<file path="config.mk">
export PLATFORM = sky130hd
export DESIGN_NAME = aes_host_if_flat
export DESIGN_NICKNAME = d
export VERILOG_FILES = /design/src/rtl/aes_host_if_if.sv /design/src/rtl/aes_host_if.sv /design/src/flat_wrapper.sv
export SDC_FILE = /design/constraint.sdc
export NUM_CORES = 1
export LEC_CHECK = 0
export BUFFER_PORTS_ARGS = -buffer_cell sky130_fd_sc_hd__buf_2
export CAP_MARGIN = 10
export CORE_MARGIN = 10
export CORE_UTILIZATION = 45
export CTS_CLUSTER_DIAMETER = 50
export DETAILED_ROUTE_END_ITERATION = 8
export PLACE_DENSITY = 0.71
export SYNTH_ARGS = -nofsm -noshare
export SYNTH_HDL_FRONTEND = slang
export SYNTH_SLANG_ARGS = --single-unit
</file>
<file path="constraint.sdc">
create_clock -name clk -period 5.4 [get_ports clk]
set_input_delay 0.54 -clock clk [delete_from_list [all_inputs] [get_ports clk]]
set_output_delay 0.54 -clock clk [all_outputs]
set_load 0.02 [all_outputs]
</file>
<file path="src/rtl/aes_host_if_if.sv">
// Host-side bus bundle for aes_host_if: launch controls, bus-cycle qualifiers and data.
// master = host / testbench side, slave = aes_host_if.
interface aes_host_if_if #(
    parameter int BUS_W = 32
);
    logic             selCypher;
    logic             start;
    logic             RW;
    logic             adress;
    logic             initiate;
    logic [BUS_W-1:0] data_in;
    logic [BUS_W-1:0] data_out;
    logic             data_oe;

    modport master (
        output selCypher, start, RW, adress, initiate, data_in,
        input  data_out, data_oe
    );

    modport slave (
        input  selCypher, start, RW, adress, initiate, data_in,
        output data_out, data_oe
    );
endinterface

</file>
<file path="src/rtl/aes_host_if.sv">
// Host-bus front end for an AES core: word-wise message/key assembly, start/done handshake,
// result read-back. Optional RUN watchdog enabled by defining AES_IF_TIMEOUT_EN.
module aes_host_if #(
    parameter int BUS_W       = 32,
    parameter int KEY_W       = 128,
    parameter int TIMEOUT_CYC = 64
) (
    input  logic               clk,
    input  logic               reset,
    aes_host_if_if.slave       bus,
    output logic [127:0]       core_msg,
    output logic [KEY_W-1:0]   core_key,
    output logic               core_mode,
    output logic               core_start,
    input  logic               core_done,
    input  logic [127:0]       core_result,
    output logic               busy,
    output logic               result_valid,
    output logic               err
);

    localparam int MW  = 128 / BUS_W;
    localparam int KW  = KEY_W / BUS_W;
    localparam int MPW = $clog2(MW);
    localparam int KPW = $clog2(KW);

    // Reject unsupported geometries at elaboration rather than building a broken datapath.
    if (BUS_W != 8 && BUS_W != 16 && BUS_W != 32 && BUS_W != 64) begin : g_bad_bus
        $error("aes_host_if: BUS_W must be 8, 16, 32 or 64");
    end
    if ((KEY_W != 128 && KEY_W != 192 && KEY_W != 256) || (KEY_W % BUS_W != 0)) begin : g_bad_key
        $error("aes_host_if: KEY_W must be 128/192/256 and a multiple of BUS_W");
    end
    if (TIMEOUT_CYC < 1) begin : g_bad_tmo
        $error("aes_host_if: TIMEOUT_CYC must be at least 1");
    end

    typedef enum logic [1:0] {IDLE, RUN, DONE} state_t;

    state_t           state;
    logic [BUS_W-1:0] msg_w [MW];
    logic [BUS_W-1:0] key_w [KW];
    logic [BUS_W-1:0] res_w [MW];
    logic [MPW-1:0]   msg_wp;
    logic [MPW-1:0]   rd_ptr;
    logic [KPW-1:0]   key_wp;
    logic             msg_full;
    logic             key_full;

`ifdef AES_IF_TIMEOUT_EN
    localparam int TW = $clog2(TIMEOUT_CYC + 1);
    logic [TW-1:0]    tmo_cnt;
`endif

    logic wr_cyc, rd_cyc, start_req, start_ok, start_bad;

    assign wr_cyc    = bus.initiate &  bus.RW;
    assign rd_cyc    = bus.initiate & ~bus.RW;
    // A start qualified by a bus cycle is not a launch request at all.
    assign start_req = bus.start & ~bus.initiate & (state != RUN);
    assign start_ok  = start_req &  (msg_full & key_full);
    assign start_bad = start_req & ~(msg_full & key_full);

    // Word 0 sits in the MSBs of every assembled vector.
    for (genvar i = 0; i < MW; i++) begin : g_msg
        assign core_msg[(MW-1-i)*BUS_W +: BUS_W] = msg_w[i];
    end
    for (genvar i = 0; i < KW; i++) begin : g_key
        assign core_key[(KW-1-i)*BUS_W +: BUS_W] = key_w[i];
    end

    always_comb begin
        bus.data_oe  = rd_cyc && (state == DONE);
        bus.data_out = '0;
        if (bus.data_oe) bus.data_out = res_w[rd_ptr];
    end

    always_ff @(posedge clk) begin
        if (reset) begin
            state        <= IDLE;
            msg_wp       <= '0;
            key_wp       <= '0;
            rd_ptr       <= '0;
            msg_full     <= 1'b0;
            key_full     <= 1'b0;
            core_mode    <= 1'b0;
            core_start   <= 1'b0;
            busy         <= 1'b0;
            result_valid <= 1'b0;
            err          <= 1'b0;
            for (int i = 0; i < MW; i++) begin
                msg_w[i] <= '0;
                res_w[i] <= '0;
            end
            for (int i = 0; i < KW; i++) key_w[i] <= '0;
`ifdef AES_IF_TIMEOUT_EN
            tmo_cnt      <= '0;
`endif
        end else begin
            core_start <= 1'b0;

            if (wr_cyc) begin
                if (state == RUN) begin
                    err <= 1'b1;
                end else if (bus.adress) begin
                    key_w[key_wp] <= bus.data_in;
                    if (key_wp == KPW'(KW-1)) begin
                        key_wp   <= '0;
                        key_full <= 1'b1;
                    end else begin
                        key_wp <= key_wp + 1'b1;
                    end
                end else begin
                    msg_w[msg_wp] <= bus.data_in;
                    if (msg_wp == MPW'(MW-1)) begin
                        msg_wp   <= '0;
                        msg_full <= 1'b1;
                    end else begin
                        msg_wp <= msg_wp + 1'b1;
                    end
                end
            end

            if (rd_cyc) begin
                if (state == DONE) rd_ptr <= (rd_ptr == MPW'(MW-1)) ? '0 : rd_ptr + 1'b1;
                else               err    <= 1'b1;
            end

            case (state)
                IDLE, DONE: begin
                    if (start_ok) begin
                        state        <= RUN;
                        busy         <= 1'b1;
                        result_valid <= 1'b0;
                        core_start   <= 1'b1;
                        core_mode    <= bus.selCypher;
                        msg_full     <= 1'b0;
                        rd_ptr       <= '0;
                        err          <= 1'b0;
`ifdef AES_IF_TIMEOUT_EN
                        tmo_cnt      <= '0;
`endif
                    end else if (start_bad) begin
                        err <= 1'b1;
                    end
                end
                RUN: begin
`ifdef AES_IF_TIMEOUT_EN
                    if (core_done) begin
                        for (int i = 0; i < MW; i++)
                            res_w[i] <= core_result[(MW-1-i)*BUS_W +: BUS_W];
                        state        <= DONE;
                        busy         <= 1'b0;
                        result_valid <= 1'b1;
                    end else if (tmo_cnt == TW'(TIMEOUT_CYC-1)) begin
                        // Abandon the core; the previous result stays readable only via a new run.
                        state <= IDLE;
                        busy  <= 1'b0;
                        err   <= 1'b1;
                    end else begin
                        tmo_cnt <= tmo_cnt + 1'b1;
                    end
`else
                    if (core_done) begin
                        for (int i = 0; i < MW; i++)
                            res_w[i] <= core_result[(MW-1-i)*BUS_W +: BUS_W];
                        state        <= DONE;
                        busy         <= 1'b0;
                        result_valid <= 1'b1;
                    end
`endif
                end
                default: state <= IDLE;
            endcase
        end
    end

endmodule

</file>
<file path="src/flat_wrapper.sv">
// flat-port wrapper written by rule: the top's interface ports become plain ports
module aes_host_if_flat 
#(
    parameter int BUS_W       = 32,
    parameter int KEY_W       = 128,
    parameter int TIMEOUT_CYC = 64
)
  (clk, reset, core_msg, core_key, core_mode, core_start, core_done, core_result, busy, result_valid, err, bus_selCypher, bus_start, bus_RW, bus_adress, bus_initiate, bus_data_in, bus_data_out, bus_data_oe);
  aes_host_if_if #(.BUS_W(BUS_W)) bus_i ();
  input  logic clk;
  input  logic reset;
  output logic [127:0] core_msg;
  output logic [KEY_W-1:0] core_key;
  output logic core_mode;
  output logic core_start;
  input  logic core_done;
  input  logic [127:0] core_result;
  output logic busy;
  output logic result_valid;
  output logic err;
  input wire logic [$bits(bus_i.selCypher)-1:0] bus_selCypher;
  input wire logic [$bits(bus_i.start)-1:0] bus_start;
  input wire logic [$bits(bus_i.RW)-1:0] bus_RW;
  input wire logic [$bits(bus_i.adress)-1:0] bus_adress;
  input wire logic [$bits(bus_i.initiate)-1:0] bus_initiate;
  input wire logic [$bits(bus_i.data_in)-1:0] bus_data_in;
  output wire logic [$bits(bus_i.data_out)-1:0] bus_data_out;
  output wire logic [$bits(bus_i.data_oe)-1:0] bus_data_oe;
  assign bus_i.selCypher = bus_selCypher;
  assign bus_i.start = bus_start;
  assign bus_i.RW = bus_RW;
  assign bus_i.adress = bus_adress;
  assign bus_i.initiate = bus_initiate;
  assign bus_i.data_in = bus_data_in;
  assign bus_data_out = bus_i.data_out;
  assign bus_data_oe = bus_i.data_oe;
  aes_host_if #(.BUS_W(BUS_W), .KEY_W(KEY_W), .TIMEOUT_CYC(TIMEOUT_CYC)) u_core (.clk(clk), .reset(reset), .bus(bus_i), .core_msg(core_msg), .core_key(core_key), .core_mode(core_mode), .core_start(core_start), .core_done(core_done), .core_result(core_result), .busy(busy), .result_valid(result_valid), .err(err));
endmodule
</file>
## Word-level counts from Yosys, hierarchy flattened

Memory sizes are Yosys's and may differ from the RTL's. A register that Yosys moved wholly into a read port is not among the register bits.
Index checks and enable logic that the tools add are counted.

| storage, ports and cells | value |
|---|---|
| output and inout port bits | 294 |
| RAM bits | 384 |
| register bits after elaboration | 15 |
| memories | 3 |
| logic and storage cells | 113 |

| cells by class | value |
|---|---|
| eq/ne operators | 8 |
| muxes and demuxes | 58 |
| add/sub/neg operators | 3 |
| bitwise logic cells | 17 |
| reductions and logical operators | 13 |

Memories:

| name | depth | width | read ports | clocked after memory_dff | write ports | line | text |
|---|---|---|---|---|---|---|---|
| u_core.key_w | 4 | 32 | 4 | 0 | 4 | aes_host_if.sv:42 | `logic [BUS_W-1:0] key_w [KW];` |
| u_core.msg_w | 4 | 32 | 4 | 0 | 4 | aes_host_if.sv:41 | `logic [BUS_W-1:0] msg_w [MW];` |
| u_core.res_w | 4 | 32 | 1 | 1 | 4 | aes_host_if.sv:43 | `logic [BUS_W-1:0] res_w [MW];` |

Operators with widths:

| kind | number |
|---|---|
| $mux W32 | 7 |
| $reduce_or A32 Y1 | 2 |
| $mux W1 | 36 |
| $mux W2 | 12 |
| $reduce_and A3 Y1 | 3 |
| $eq A2 B2 Y1 const B | 4 |
| $and A1 B1 Y1 | 7 |
| $add A2 B1 Y2 const B | 3 |
| $not A1 Y1 | 6 |
| $ne A2 B1 Y1 const B | 2 |
| $or A1 B1 Y1 | 4 |
| $pmux W1 S2 | 2 |
| $pmux W2 S2 | 1 |
| $reduce_and A2 Y1 | 2 |
| $reduce_and A4 Y1 | 1 |
| $reduce_or A2 Y1 | 2 |
| $eq A2 B1 Y1 const B | 1 |
| $logic_not A2 Y1 | 1 |
| $ne A2 B2 Y1 const B | 1 |
| $reduce_bool A2 Y1 | 1 |
| $logic_and A1 B1 Y1 | 1 |

## Longest topological paths before layout

| logic depth | value |
|---|---|
| depth in word-level cells | 8 |
| mapped depth | 6 |
| mapped depth without buffers | 3 |

## Least setup slack after synthesis

No wires, ideal clock.

| path | value |
|---|---|
| path type | input to register |
| from | in reset |
| to | mem u_core.res_w[0][0], enable pin |
| setup slack | 1.233 ns |
| library setup time | 0.492 ns |
| stages | 3 |
| data required time | 4.908 ns |
| data arrival time | 3.675 ns |
| buffers on the path | 1 |
| path through | buf_2 -> inv_1 -> nand2_1 |

RTL lines:

| element | line | text |
|---|---|---|
| from (decl) | flat_wrapper.sv:11 | `input logic reset;` |
| to (decl) | aes_host_if.sv:43 |  |

## Worst setup path after layout

| path | value |
|---|---|
| from | reg u_core.state[0] |
| to | out bus_data_out[20] |

| on the way | value |
|---|---|
| cells in the longest elaborated chain, start to end | 3 |

Ends and longest elaborated chain:

| element | line | text |
|---|---|---|
| from (decl) | aes_host_if.sv:40 | `state_t state;` |
| from (signal assigned) | aes_host_if.sv:80 | `state <= IDLE;` |
| from (signal assigned) | aes_host_if.sv:132 | `state <= RUN;` |
| from (signal assigned) | aes_host_if.sv:167 | `state <= DONE;` |
| $eq A2 B2 Y1 | aes_host_if.sv:73 | `bus.data_oe = rd_cyc && (state == DONE);` |
| $logic_and A1 B1 Y1 | aes_host_if.sv:73 |  |
| $mux W32 | aes_host_if.sv:75 | `if (bus.data_oe) bus.data_out = res_w[rd_ptr];` |
| to (decl) | flat_wrapper.sv:27 | `output wire logic [$bits(bus_i.data_out)-1:0] bus_data_out;` |

No other way between the ends.

==> results.py <==
metrics = {
    "outcome": {
        "outcome": "finished clean",
    },
    "die": {
        "rows": 69,
        "core-area_um2": 35400,
        "die_y_um": 209,
        "dieArea_um2": 43600,
        "start_util": 0.453,
        "boundaryPins": 462,
        "die_w_um": 209,
    },
    "min_path": {
        "min-delay-start": "core_result[15]",
        "min_to": "u_core.res_w[3][15]$_SDFFCE_PN0P_",
        "worstHoldPathType": "input pin to register",
        "whs_path_depth": 2,
    },
    "clock_network": {
        "postCtsSetupRepairBufs": 0,
        "cts-buffers-inserted": 45,
        "clock-sinks": 399,
        "path_clk_slew_ns": 0.06,
        "insertion_delay_ns": 0.54,
        "clockBufferDepth": 3,
        "cts-resized-gates": 0,
        "root_buffer": "clkbuf_16",
        "holdBufCountCts": 0,
        "cts_tree": "built",
        "htree_levels": 2,
    },
    "placed_design": {
        "pre_cts_ws_ns": 2.45,
        "dpl_cell_area_um2": 18800,
        "dp_hpwl_um": 32400,
        "gp_congestion": 0.790,
        "port_buffers": 461,
    },
    "timing": {
        "setup_ws_ns": 2.26,
        "period_needed_ns": 3.14,
        "grt_setup_unrepaired": "false",
        "relSlewSlack": 0.240,
        "worstMarginPinSlew_ns": 1.14,
        "setup_viol": 0,
        "max_clock_freq_ghz": 0.319,
        "skew_ns": 0.0249,
        "tns_ns": 0,
        "hold_viol_final": 0,
        "slew_violations": 0,
        "min_period_over_period": 0.581,
    },
    "synth": {
        "synth_edf_count": 384,
        "yosysTopAreaCell": "edfxtp_1",
        "synthDistinctLibCells": 35,
        "synth_compound_area_frac": 0.00694,
        "synth_seq_cells": 399,
        "synthXorXnorAreaFrac": 0,
        "ys.flop_type": "edfxtp_1",
        "synthArstFlopShare": 0,
        "synth_top_area_frac": 0.719,
        "synth_top_family_by_area": "simple AND/OR/NAND/NOR gates",
        "synth.top_cells.by_area": "edfxtp_1 72%, and2_1 13%, mux4_2 4.5%",
        "mappedNetlistNets": 1190,
        "syn_avg_cell_area_um2": 15.7,
        "synth_area_um2": 16000,
        "syn_inst": 1019,
        "yosys.area_share.simple": 0.180,
        "synthAdderAreaFrac": 0.00234,
        "ys_seq_area_frac": 0.737,
        "ys_warn_count": 0,
        "muxShareOfSynthArea": 0.0469,
    },
    "setup_path": {
        "r2r_start": "u_core.state[1]$_SDFFE_PP0P_",
        "cp_num_cells": 3,
        "path_max_fanout": 36,
        "arrival_ns": 2.60,
        "r2r_cells": 4,
        "end_kind": "primary output",
        "critPathBufInv": 1,
        "crit_family": "simple AND/OR/NAND/NOR gates",
        "crit_path_cell_trace": "nand4bb_2 > nor2b_1 > buf_2",
        "startpoint_type": "register",
        "critPathMaxStageDelay_ns": 1.02,
        "cp_data_required_time_ns": 4.86,
        "reg2reg_to": "u_core.key_w[1][13]$_SDFFCE_PN0P_",
        "r2r_slack_ns": 2.95,
        "setup.worst_path.class": "register to primary output",
        "crit_slowest_cell": "nand4bb_2",
    },
    "global_routing": {
        "overflow": 0,
        "antenna_found_initial": 1,
        "grt_pass1_vias": 10300,
        "grt_max_degree": 90,
        "grt_pass1_wl_um": 65800,
        "track_usage": 0.197,
    },
    "finish": {
        "antenna_cells": 0,
        "post-route-util": 0.571,
        "final_area_um2": 20200,
        "syn_to_final_growth_pct": 26.0,
        "nets": 1649,
        "drive_gt1_frac": 0.391,
    },
    "detailed_routing": {
        "vias": 9807,
        "drc_errors": 0,
        "wirelength_um": 44200,
        "via_per_inst": 4.98,
        "ant_nets": 0,
        "drt_iter0_drc": 699,
        "wl_per_cell_um": 22.4,
        "drtPass1Iterations": 5,
    },
    "power_and_ir_drop": {
        "leakagePower_nw": 8.48,
        "power_density_nw_per_um2": 343,
        "peakVddDrop_mv": 0.236,
    },
    "job": {
        "drv_cap": 0,
    },
}
cell type report:
cell class / count / area, µm²
Fill cell: 2812 / 15200
Sequential cell: 399 / 11800
Multi-Input combinational cell: 524 / 3830
Timing Repair Buffer: 473 / 2400
Clock buffer: 54 / 1180
Tap cell: 461 / 577
Clock inverter: 24 / 264
Inverter: 35 / 131
worst max path at each step:
stage                                            start                                end
after floorplan                                  reset   u_core.res_w[0][0]$_SDFFCE_PN0P_
after global placement                           reset   u_core.res_w[0][3]$_SDFFCE_PN0P_
after detailed placement                         reset  u_core.res_w[3][10]$_SDFFCE_PN0P_
after CTS                 u_core.state[0]$_SDFFE_PP0P_                   bus_data_out[20]
after global routing      u_core.state[0]$_SDFFE_PP0P_                   bus_data_out[12]
final                     u_core.state[0]$_SDFFE_PP0P_                   bus_data_out[20]
layer usage:
layer	vias to the layer above	global-route usage	share of wire
li1	4530	-	-
met3	47	0.0608	0.095
met1	4734	0.246	0.39
met5	-	0	0.00016
met2	494	0.329	0.49
met4	2	0.0491	0.019
Yosys cell counts, types with 3 or more instances:
cell and count:
edfxtp_1 384, and2_1 321, nor2_1 39, nor3_1 36
inv_1 35, nor2b_1 34, mux4_2 32, clkbuf_1 26
clkbuf_2 18, buf_2 15, dfxtp_1 15, a21oi_1 8
nand3b_1 6, nor4_4 6, or2_2 6, nand4_1 4
ha_1 3, nand2_1 3, nand2b_1 3, o21ai_0 3
or3b_1 3
cells by family after synthesis:
kind of cell | count (synthesis)
and+or+nand+nor | 468
DFF | 399
buffers and inverters | 96
muxes | 35
AOI/OAI and AO/OA | 18
adders and majority gates | 3
metrics by stage:
step | hold WS [ns] | cells | power [W]
2_1_floorplan | 0.472 | 1019 | 0.00382
3_3_place_gp | 0.444 | 1892 | 0.00404
3_5_place_dp | 0.448 | 1892 | 0.00405
4_1_cts | 0.234 | 1970 | 0.00699
5_1_grt | 0.259 | 1970 | 0.00715
6_report | 0.268 | 1970 | 0.00694
flip-flops by register name, indices dropped and copies added (netlist names):
register             count
u_core.key_w           128
u_core.msg_w           128
u_core.res_w           128
u_core.key_wp            2
u_core.msg_wp            2
u_core.rd_ptr            2
u_core.state             2
u_core.busy              1
u_core.core_mode         1
u_core.core_start        1
u_core.err               1
u_core.key_full          1
u_core.msg_full          1
u_core.result_valid      1
cells in the final DEF, fill, tap and decap left out, types with 8 or more instances in the layout:
master,Yosys,layout
a21oi_1,8,8
and2_1,321,321
buf_2,15,461
buf_4,0,12
clkbuf_1,26,8
clkbuf_16,0,46
clkinv_1,0,9
dfxtp_1,15,13
edfxtp_1,384,384
inv_1,35,35
mux4_2,32,32
nor2_1,39,38
nor2b_1,34,34
nor3_1,36,36
report_power, final:
group	total (W)	leakage, nW	switching [W]	internal, W
Combinational	0.000431	3.70	0.000302	0.000130
Clock	0.00296	0.700	0.00120	0.00176
Sequential	0.00355	4.08	0.0000438	0.00351
Total	0.00694	8.48	0.00154	0.00540
Note: power is estimated with default switching activity, not from simulation.
